--- src/rtl/dualrail_word_rx.sv ---
// Dual-rail spacer-separated serial word receiver with arm qualification, per-bit timeout and error pulse.
// Define DRX_PARITY_EN to expect a trailing even-parity bit after the WIDTH data bits.
module dualrail_word_rx #(
  parameter int WIDTH     = 4,
  parameter int START_CYC = 3,
  parameter int TIMEOUT   = 255
) (
  input  logic             clk,
  input  logic             rst,
  input  logic             start,
  input  logic             bin0,
  input  logic             bin1,
  output logic [WIDTH-1:0] word,
  output logic             word_valid,
  output logic             busy,
  output logic             err
);

`ifdef DRX_PARITY_EN
  localparam int NBITS = WIDTH + 1;
`else
  localparam int NBITS = WIDTH;
`endif
  localparam int ARM_W = $clog2(START_CYC + 1);
  localparam int IDX_W = $clog2(NBITS + 1);
  localparam int TO_W  = (TIMEOUT > 0) ? $clog2(TIMEOUT + 1) : 1;

  localparam logic [1:0] S_IDLE        = 2'd0;
  localparam logic [1:0] S_WAIT_BIT    = 2'd1;
  localparam logic [1:0] S_WAIT_SPACER = 2'd2;

  logic [1:0]       state_q, state_d;
  logic [ARM_W-1:0] arm_q, arm_d;
  logic [IDX_W-1:0] idx_q, idx_d;
  logic [TO_W-1:0]  idle_q, idle_d;
  logic [WIDTH-1:0] sh_q, sh_d;
  logic [WIDTH-1:0] word_q, word_d;
  logic             valid_q, valid_d;
  logic             err_q, err_d;

  logic             is_data;
  logic             is_spacer;
  logic             timeout_hit;
  logic [WIDTH-1:0] sh_shift;

  assign is_data     = bin0 ^ bin1;
  assign is_spacer   = bin0 & bin1;
  assign sh_shift    = (sh_q << 1) | WIDTH'(bin0);
  // Abort on the idle edge that would bring the counter up to TIMEOUT.
  assign timeout_hit = (TIMEOUT != 0) && (idle_q == TO_W'(TIMEOUT - 1));

  always_comb begin
    state_d = state_q;
    arm_d   = arm_q;
    idx_d   = idx_q;
    idle_d  = idle_q;
    sh_d    = sh_q;
    word_d  = word_q;
    valid_d = 1'b0;
    err_d   = 1'b0;
    case (state_q)
      S_IDLE: begin
        if (start) begin
          arm_d = '0;
        end else if (arm_q == ARM_W'(START_CYC - 1)) begin
          arm_d   = '0;
          idx_d   = '0;
          sh_d    = '0;
          idle_d  = '0;
          state_d = S_WAIT_BIT;
        end else begin
          arm_d = arm_q + 1'b1;
        end
      end
      S_WAIT_BIT: begin
        if (is_data) begin
          idle_d = '0;
          if (idx_q == IDX_W'(NBITS - 1)) begin
`ifdef DRX_PARITY_EN
            if ((^sh_q ^ bin0) == 1'b0) begin
              word_d  = sh_q;
              valid_d = 1'b1;
            end else begin
              err_d = 1'b1;
            end
`else
            word_d  = sh_shift;
            valid_d = 1'b1;
`endif
            arm_d   = '0;
            state_d = S_IDLE;
          end else begin
            sh_d    = sh_shift;
            idx_d   = idx_q + 1'b1;
            state_d = S_WAIT_SPACER;
          end
        end else if (timeout_hit) begin
          err_d   = 1'b1;
          arm_d   = '0;
          state_d = S_IDLE;
        end else begin
          idle_d = idle_q + 1'b1;
        end
      end
      S_WAIT_SPACER: begin
        if (is_spacer) begin
          idle_d  = '0;
          state_d = S_WAIT_BIT;
        end else if (timeout_hit) begin
          err_d   = 1'b1;
          arm_d   = '0;
          state_d = S_IDLE;
        end else begin
          idle_d = idle_q + 1'b1;
        end
      end
      default: state_d = S_IDLE;
    endcase
  end

  always_ff @(posedge clk or posedge rst) begin
    if (rst) begin
      state_q <= S_IDLE;
      arm_q   <= '0;
      idx_q   <= '0;
      idle_q  <= '0;
      sh_q    <= '0;
      word_q  <= '0;
      valid_q <= 1'b0;
      err_q   <= 1'b0;
    end else begin
      state_q <= state_d;
      arm_q   <= arm_d;
      idx_q   <= idx_d;
      idle_q  <= idle_d;
      sh_q    <= sh_d;
      word_q  <= word_d;
      valid_q <= valid_d;
      err_q   <= err_d;
    end
  end

  assign word       = word_q;
  assign word_valid = valid_q;
  assign err        = err_q;
  assign busy       = (state_q != S_IDLE);

endmodule
--- config.mk ---
export PLATFORM = sky130hd
export DESIGN_NAME = dualrail_word_rx
export DESIGN_NICKNAME = d
export VERILOG_FILES = /design/src/rtl/dualrail_word_rx.sv
export SDC_FILE = /design/constraint.sdc
export NUM_CORES = 1
export LEC_CHECK = 0
export ABC_AREA = 0
export CAP_MARGIN = 20
export CORE_MARGIN = 3
export CORE_UTILIZATION = 40
export CTS_CLUSTER_SIZE = 16
export DETAILED_ROUTE_END_ITERATION = 6
export GPL_TIMING_DRIVEN = 0
export SYNTH_ARGS = -nofsm -noshare
export SYNTH_HDL_FRONTEND = slang
export SYNTH_SLANG_ARGS = --single-unit
--- constraint.sdc ---
create_clock -name clk -period 2.5 [get_ports clk]
set_input_delay 0.375 -clock clk [delete_from_list [all_inputs] [get_ports clk]]
set_output_delay 0.375 -clock clk [all_outputs]
set_load 0.005 [all_outputs]
==> results of run 1 <==
layout make-up:
class,instances,area [um2]
buffer,4,25.0
clock buffer,3,22.5
fill,291,1600
inverter,11,41.3
multi-input combinational,86,627
sequential,24,601
tap,44,55.1
timing repair buffer,11,110
through the flow:
stage / cells / setup WS [ps]
CTS: 183 / 343
detailed placement: 180 / 223
global placement: 180 / 237
finish: 183 / 369
global route: 183 / 293
floorplan: 125 / 729
synthesized netlist by cell type:
| cell type | number |
|---|---|
| nand2b_1 | 2 |
| o21ai_0 | 8 |
| nor3b_1 | 1 |
| and3_1 | 2 |
| nor2b_1 | 2 |
| or4_4 | 1 |
| and4_1 | 2 |
| or3_1 | 1 |
| nand4_1 | 3 |
| mux2i_1 | 2 |
| o21ai_1 | 2 |
| clkbuf_1 | 1 |
| o221ai_1 | 1 |
| a41oi_1 | 2 |
| mux2_2 | 4 |
| and3b_4 | 1 |
| or2b_1 | 2 |
| nand3_1 | 2 |
| nor2_1 | 2 |
| o22a_1 | 2 |
| a31o_2 | 1 |
| a211o_1 | 1 |
| buf_2 | 2 |
| and2b_1 | 1 |
| dfrtp_1 | 24 |
| a2bb2oi_1 | 1 |
| a41o_1 | 2 |
| o22ai_1 | 3 |
| o21a_1 | 4 |
| buf_6 | 1 |
| ha_1 | 9 |
| or2_2 | 1 |
| a22o_1 | 1 |
| a31oi_1 | 4 |
| nand2_1 | 11 |
| a21oi_1 | 4 |
| inv_1 | 11 |
| o21bai_1 | 1 |
routing by layer:
metal / GRT usage [%] / up-vias / part of all wire [%]
li1: - / 486 / -
met1: 18.8 / 471 / 50
met2: 22.0 / 26 / 45
met3: 2.70 / 4 / 4.4
met4: 4.96 / 0 / 1.2
met5: 0 / - / 0
path summary, 6_finish.rpt:
kind	cells past startpoint	endpoint	slack [ps]
min in group asynchronous	2	idle_q[1]	520
max in group asynchronous	2	word[1]	1440
setup reg to reg	7	arm_q[1]	600
hold reg to reg	2	idx_q[2]	490
hold / removal	2	idx_q[2]	490
setup / recovery	4	busy	370
cells by family (layout without fill, tap and decap cells):
logic type	after synthesis	in the layout	share of synthesized area, %
buffers and inverters	15	29	5.13
muxes	6	6	5.03
adders and majority gates	9	9	8.70
AOI/OAI and AO/OA	37	37	19.3
DFF	24	24	46.4
and+or+nand+nor	34	34	15.4
power by group:
group	internal, mW	total (mW)	leakage, nW	switching (mW)
clock	0.0565	0.169	0.0138	0.113
combinational	0.284	0.621	0.352	0.336
sequential	0.466	0.528	0.328	0.0626
total	0.806	1.32	0.693	0.512
worst max-delay path: stages, from the launching register on:
cell,delay [ps]
dfrtp_1,430
inv_1,90
ha_1,250
inv_1,150
clkdlybuf4s50_1,520
registers in the layout, indices dropped and copies added (netlist names):
signal and count:
idle_q 8, word 4, idx_q 3, sh_q 3
arm_q 2, state_q 2, err 1, word_valid 1
==> results.yml, run 1 <==
pwr:
  static-leakage-power_nw: 0.693
  report.power.total_mw: 1.32
  cellPowerDensity_nw_per_um2: 890
  worst_ir_drop_vdd_v: 0.000305
detailed_routing:
  routedWlPerCell_um: 12.8
  count_of_tritonroute_iterations_in_the_first_routing_pass: 4
  drt.antenna.violating_nets: 0
  drt_drc_violations_left: 0
  detailedRoute.firstIterationViolations: 44
  route.final.wire_length_um: 2340
  vias: 987
  post_drt_via_cell_ratio: 5.39
placement:
  place_congestion: 0.932
  numPortBuffers: 11
  post-dp-hpwl_um: 1720
  detailed_place.area_um2: 1460
yosys:
  mappedNetlistNets: 139
  synth_sequential_area_ratio_pct: 46.4
  yosys_warnings: 0
  synth.ff_latch_count: 24
  ys_top_cells_by_area: "dfrtp_1 (46%), ha_1 (8.7%), mux2_2 (3.5%), inv_1 (3.2%), nand2_1 (3.2%)"
  synthesis.area_per_instance_um2: 10.3
  post_synth_instance_area_um2: 1290
  largest_area_contributor_in_the_netlist: "dfrtp_1"
  synth_cell_types: 38
  synth.top_cell.area_share_pct: 46.4
  netlist_instances: 125
outcome:
  status: "completed"
timing:
  finalSetupViolCount: 0
  rsz_0062_raised_after_global_routing: "no"
  finalHoldViolCount: 0
  maximum_clock_rate_mhz: 469
  worst_pin_slew_ps: 874
  finalMaxSlewViolations: 0
  timing.clock.skew_ps: 6.75
  layout_worst_path_cycle_share_pct: 85.2
  period_minus_slack_ps: 2130
  timing.max_slew.rel_slack_pct: 41.7
  fin_setup_tns_ps: 0
  fin_hold_ws_ps: 492
clocking:
  cts_tree: "done"
  clk_path_buf_depth: 2
  post-cts-setup-buffer-count: 0
  cts.hold.buffers_added: 0
  clock_latency_ps: 320
  clk_pin_slew_ps: 130
  cts.sinks: 24
  post_cts.resized_instances: 0
  clk_root_buffer_cell: "clkbuf_4"
  number_of_buffers_added_by_the_clock_tree_synthesis_step: 3
  htree_levels: 1
worst_hold_path:
  worst_hold_startpoint: "idx_q[2]"
  worstHoldPathType: "reg2reg"
finish:
  layout-drive-gt1-share_pct: 10.1
  diodes: 0
  syn2layout_area_growth_pct: 14.5
  postLayoutCellArea_um2: 1480
  final_cell_mix: "dfrtp_1 (24), inv_1 (11), nand2_1 (11), clkdlybuf4s50_1 (11), ha_1 (9)"
  layout.nets: 155
  most_common_cell_after_layout_fill_and_taps_aside: "dfrtp_1"
  post-route-util_pct: 48.1
global_routing:
  grt.total_usage_pct: 13.9
  grt_first_pass_wirelength_um: 4440
  grt_overflow: 0
  grt_antenna_before_repair: 0
  grt_max_degree: 25
  first_global_vias: 983
die:
  floorplan.io_pins: 12
  num_rows: 20
  design.core.area_um2: 3080
  initial_core_util_pct: 42.0
  dieHeight_um: 62.9
  die_area_um2: 3950
  fp.dieW_um: 62.9
setup_path:
  worst_r2r_startpoint: "state_q[1]"
  cp.required_ps: 2120
  crit_path_start_kind: "flip-flop"
  critical_path.endpoint_type: "output port"
  cp_data_arrival_time_ps: 1760
  path_class: "reg2out"
  max_fo_critical_path: 4
  critical_path.startpoint: "state_q[0]"
job:
  max_cap_viol_count: 0
No activity file was read; power rests on OpenSTA's default activity.
==> run 2, diff against run 1 <==
--- a/config.mk
+++ b/config.mk
@@ -6,12 +6,10 @@
 export NUM_CORES = 1
 export LEC_CHECK = 0
 export ABC_AREA = 0
-export CAP_MARGIN = 20
 export CORE_MARGIN = 3
 export CORE_UTILIZATION = 40
 export CTS_CLUSTER_SIZE = 16
 export DETAILED_ROUTE_END_ITERATION = 6
-export GPL_TIMING_DRIVEN = 0
 export SYNTH_ARGS = -nofsm -noshare
 export SYNTH_HDL_FRONTEND = slang
 export SYNTH_SLANG_ARGS = --single-unit
==> run 2 against run 1 <==
  * Die area unchanged
  * Sequential share of layout area decreased by 0.74 points
  * Flip-flop and latch count unchanged
  * Critical path type unchanged
  * Largest power group unchanged
  * Sequential power hardly changed
  * Core utilization rose by 0.89 points
  * Maximum frequency grew 1.7%
  * Non-clock buffer count decreased by 1
  * Worst setup slack better by 36 ps
==> results.yml, run 2 (synthesis results as in run 1) <==
timing:
  fin_setup_tns_ps: 0
  worst_pin_slew_ps: 411
  rsz_0062_raised_after_global_routing: "no"
  maximum_clock_rate_mhz: 477
  finalSetupViolCount: 0
  layout_worst_path_cycle_share_pct: 83.8
  timing.clock.skew_ps: 5.83
  finalHoldViolCount: 0
  timing.max_slew.rel_slack_pct: 72.4
  period_minus_slack_ps: 2090
  finalMaxSlewViolations: 0
finish:
  most_common_cell_after_layout_fill_and_taps_aside: "dfrtp_1"
  final_cell_mix: "dfrtp_1 (24), inv_1 (11), nand2_1 (11), clkdlybuf4s50_1 (11), ha_1 (9)"
  diodes: 0
  largest_register_ffs: 8
  layout.nets: 154
  layout-drive-gt1-share_pct: 10.8
  regMostFlops: "idle_q"
  syn2layout_area_growth_pct: 16.6
setup_path:
  path_cells: "inv_1 -> ha_1 -> inv_1 -> clkdlybuf4s50_1"
  worst_r2r_startpoint: "state_q[1]"
  critical_path.startpoint: "state_q[0]"
  crit_path_start_kind: "flip-flop"
  cp_num_buf_inv: 3
  crit_path_frequent_cell: "inv_1"
  timing.critical_path.slowest_stage_cell: "clkdlybuf4s50_1"
  timing.reg2reg.worst_path_depth: 6
  slowest_delay_ps: 520
  critPathTopFamily: "buffers and inverters"
  path_class: "reg2out"
  cp_data_arrival_time_ps: 1720
  worst-path-stages: 4
  max_fo_critical_path: 4
  critical_path.endpoint_type: "output port"
  cp.required_ps: 2120
clocking:
  clk_pin_slew_ps: 130
  number_of_buffers_added_by_the_clock_tree_synthesis_step: 3
  cts.sinks: 24
  clk_path_buf_depth: 2
  htree_levels: 1
  post_cts.resized_instances: 0
  clk_root_buffer_cell: "clkbuf_4"
  cts.hold.buffers_added: 0
  post-cts-setup-buffer-count: 0
  clock_latency_ps: 320
  cts_tree: "done"
die:
  initial_core_util_pct: 42.0
  floorplan.io_pins: 12
  design.core.area_um2: 3080
  fp.dieW_um: 62.9
  num_rows: 20
  die_area_um2: 3950
  dieHeight_um: 62.9
placement:
  place_congestion: 0.817
  numPortBuffers: 11
  post-dp-hpwl_um: 1720
detailed_routing:
  drt_drc_violations_left: 0
  routedWlPerCell_um: 12.7
  drt.antenna.violating_nets: 0
  route.final.wire_length_um: 2320
  count_of_tritonroute_iterations_in_the_first_routing_pass: 4
  detailedRoute.firstIterationViolations: 35
  vias: 965
  post_drt_via_cell_ratio: 5.27
pwr:
  report.power.total_mw: 1.42
  static-leakage-power_nw: 0.704
  netSwitchingFraction_pct: 36.0
  intPower_mw: 0.908
  cellPowerDensity_nw_per_um2: 941
  total_switching_power_mw: 0.512
  p_seq_share_pct: 37.3
  comb_power_share_pct: 42.9
  worst_ir_drop_vdd_v: 0.000329
  clkPwrFrac_pct: 19.8
global_routing:
  first_global_vias: 956
  grt_first_pass_wirelength_um: 4170
  grt_max_degree: 25
  grt.total_usage_pct: 13.0
  grt_overflow: 0
  grt_antenna_before_repair: 0
worst_hold_path:
  worstHoldPathType: "in2async"
job:
  max_cap_viol_count: 0
outcome:
  status: "completed"
[run 2: changes by cell type in the layout (fill, tap and decap cells not counted), sizes merged]
| cell | previous run | this run |
|---|---|---|
| bufinv | 0 | 1 |
| clkbuf | 4 | 3 |
[run 2: routing by layer]
layer  part of all wire, %  vias to the layer above  global-route usage (%)
met4                   1.5                        0                    5.79
met5                     0                        -                       0
met1                    51                      460                    17.0
met2                    44                       18                    20.7
met3                   3.4                        4                    2.52
li1                      -                      483                       -
[run 2: power by group through the flow]
stage	Combinational, mW	Clock, mW	Sequential (mW)
detailed placement	0.607	0	0.537
floorplan	0.464	0	0.523
global placement	0.598	0	0.534
finish	0.610	0.281	0.530
global route	0.690	0.310	0.545
CTS	0.610	0.295	0.529
[run 2: worst paths after layout]
kind                                  to  slack [ps]
worst max-delay path                busy         410
worst min register to register  idx_q[2]         500
worst max register to register  arm_q[1]         530
worst min-delay path            idx_q[1]         380
min in group clk                idx_q[2]         500
max in group asynchronous       idx_q[0]        1890
[run 2: metrics by stage]
step                instance area, um2  hold slack (ps)  std cells  setup slack (ps)  util, %
CTS                               1510              373        183               396     49.0
global placement                  1460              464        179               279     47.3
global route                      1510              380        183               296     49.0
detailed placement                1460              473        179               213     47.3
finish                            1510              378        183               405     49.0
floorplan                         1290              390        125               729        -
[run 2: area by class of cell]
cell class / instances / area [um2]
sequential: 24 / 601
clock buffer: 3 / 22.5
multi-input combinational: 86 / 627
clock inverter: 1 / 30.0
fill: 281 / 1570
tap: 44 / 55.1
timing repair buffer: 14 / 133
inverter: 11 / 41.3
[run 2: worst register-to-register path, delay by kind of cell, from the launching register on]
kind / cells / cell delay (ps)
simple gates: 2 / 670
flops: 1 / 440
compound gates: 2 / 400
fa+ha+maj: 1 / 300
buf+inv: 1 / 90
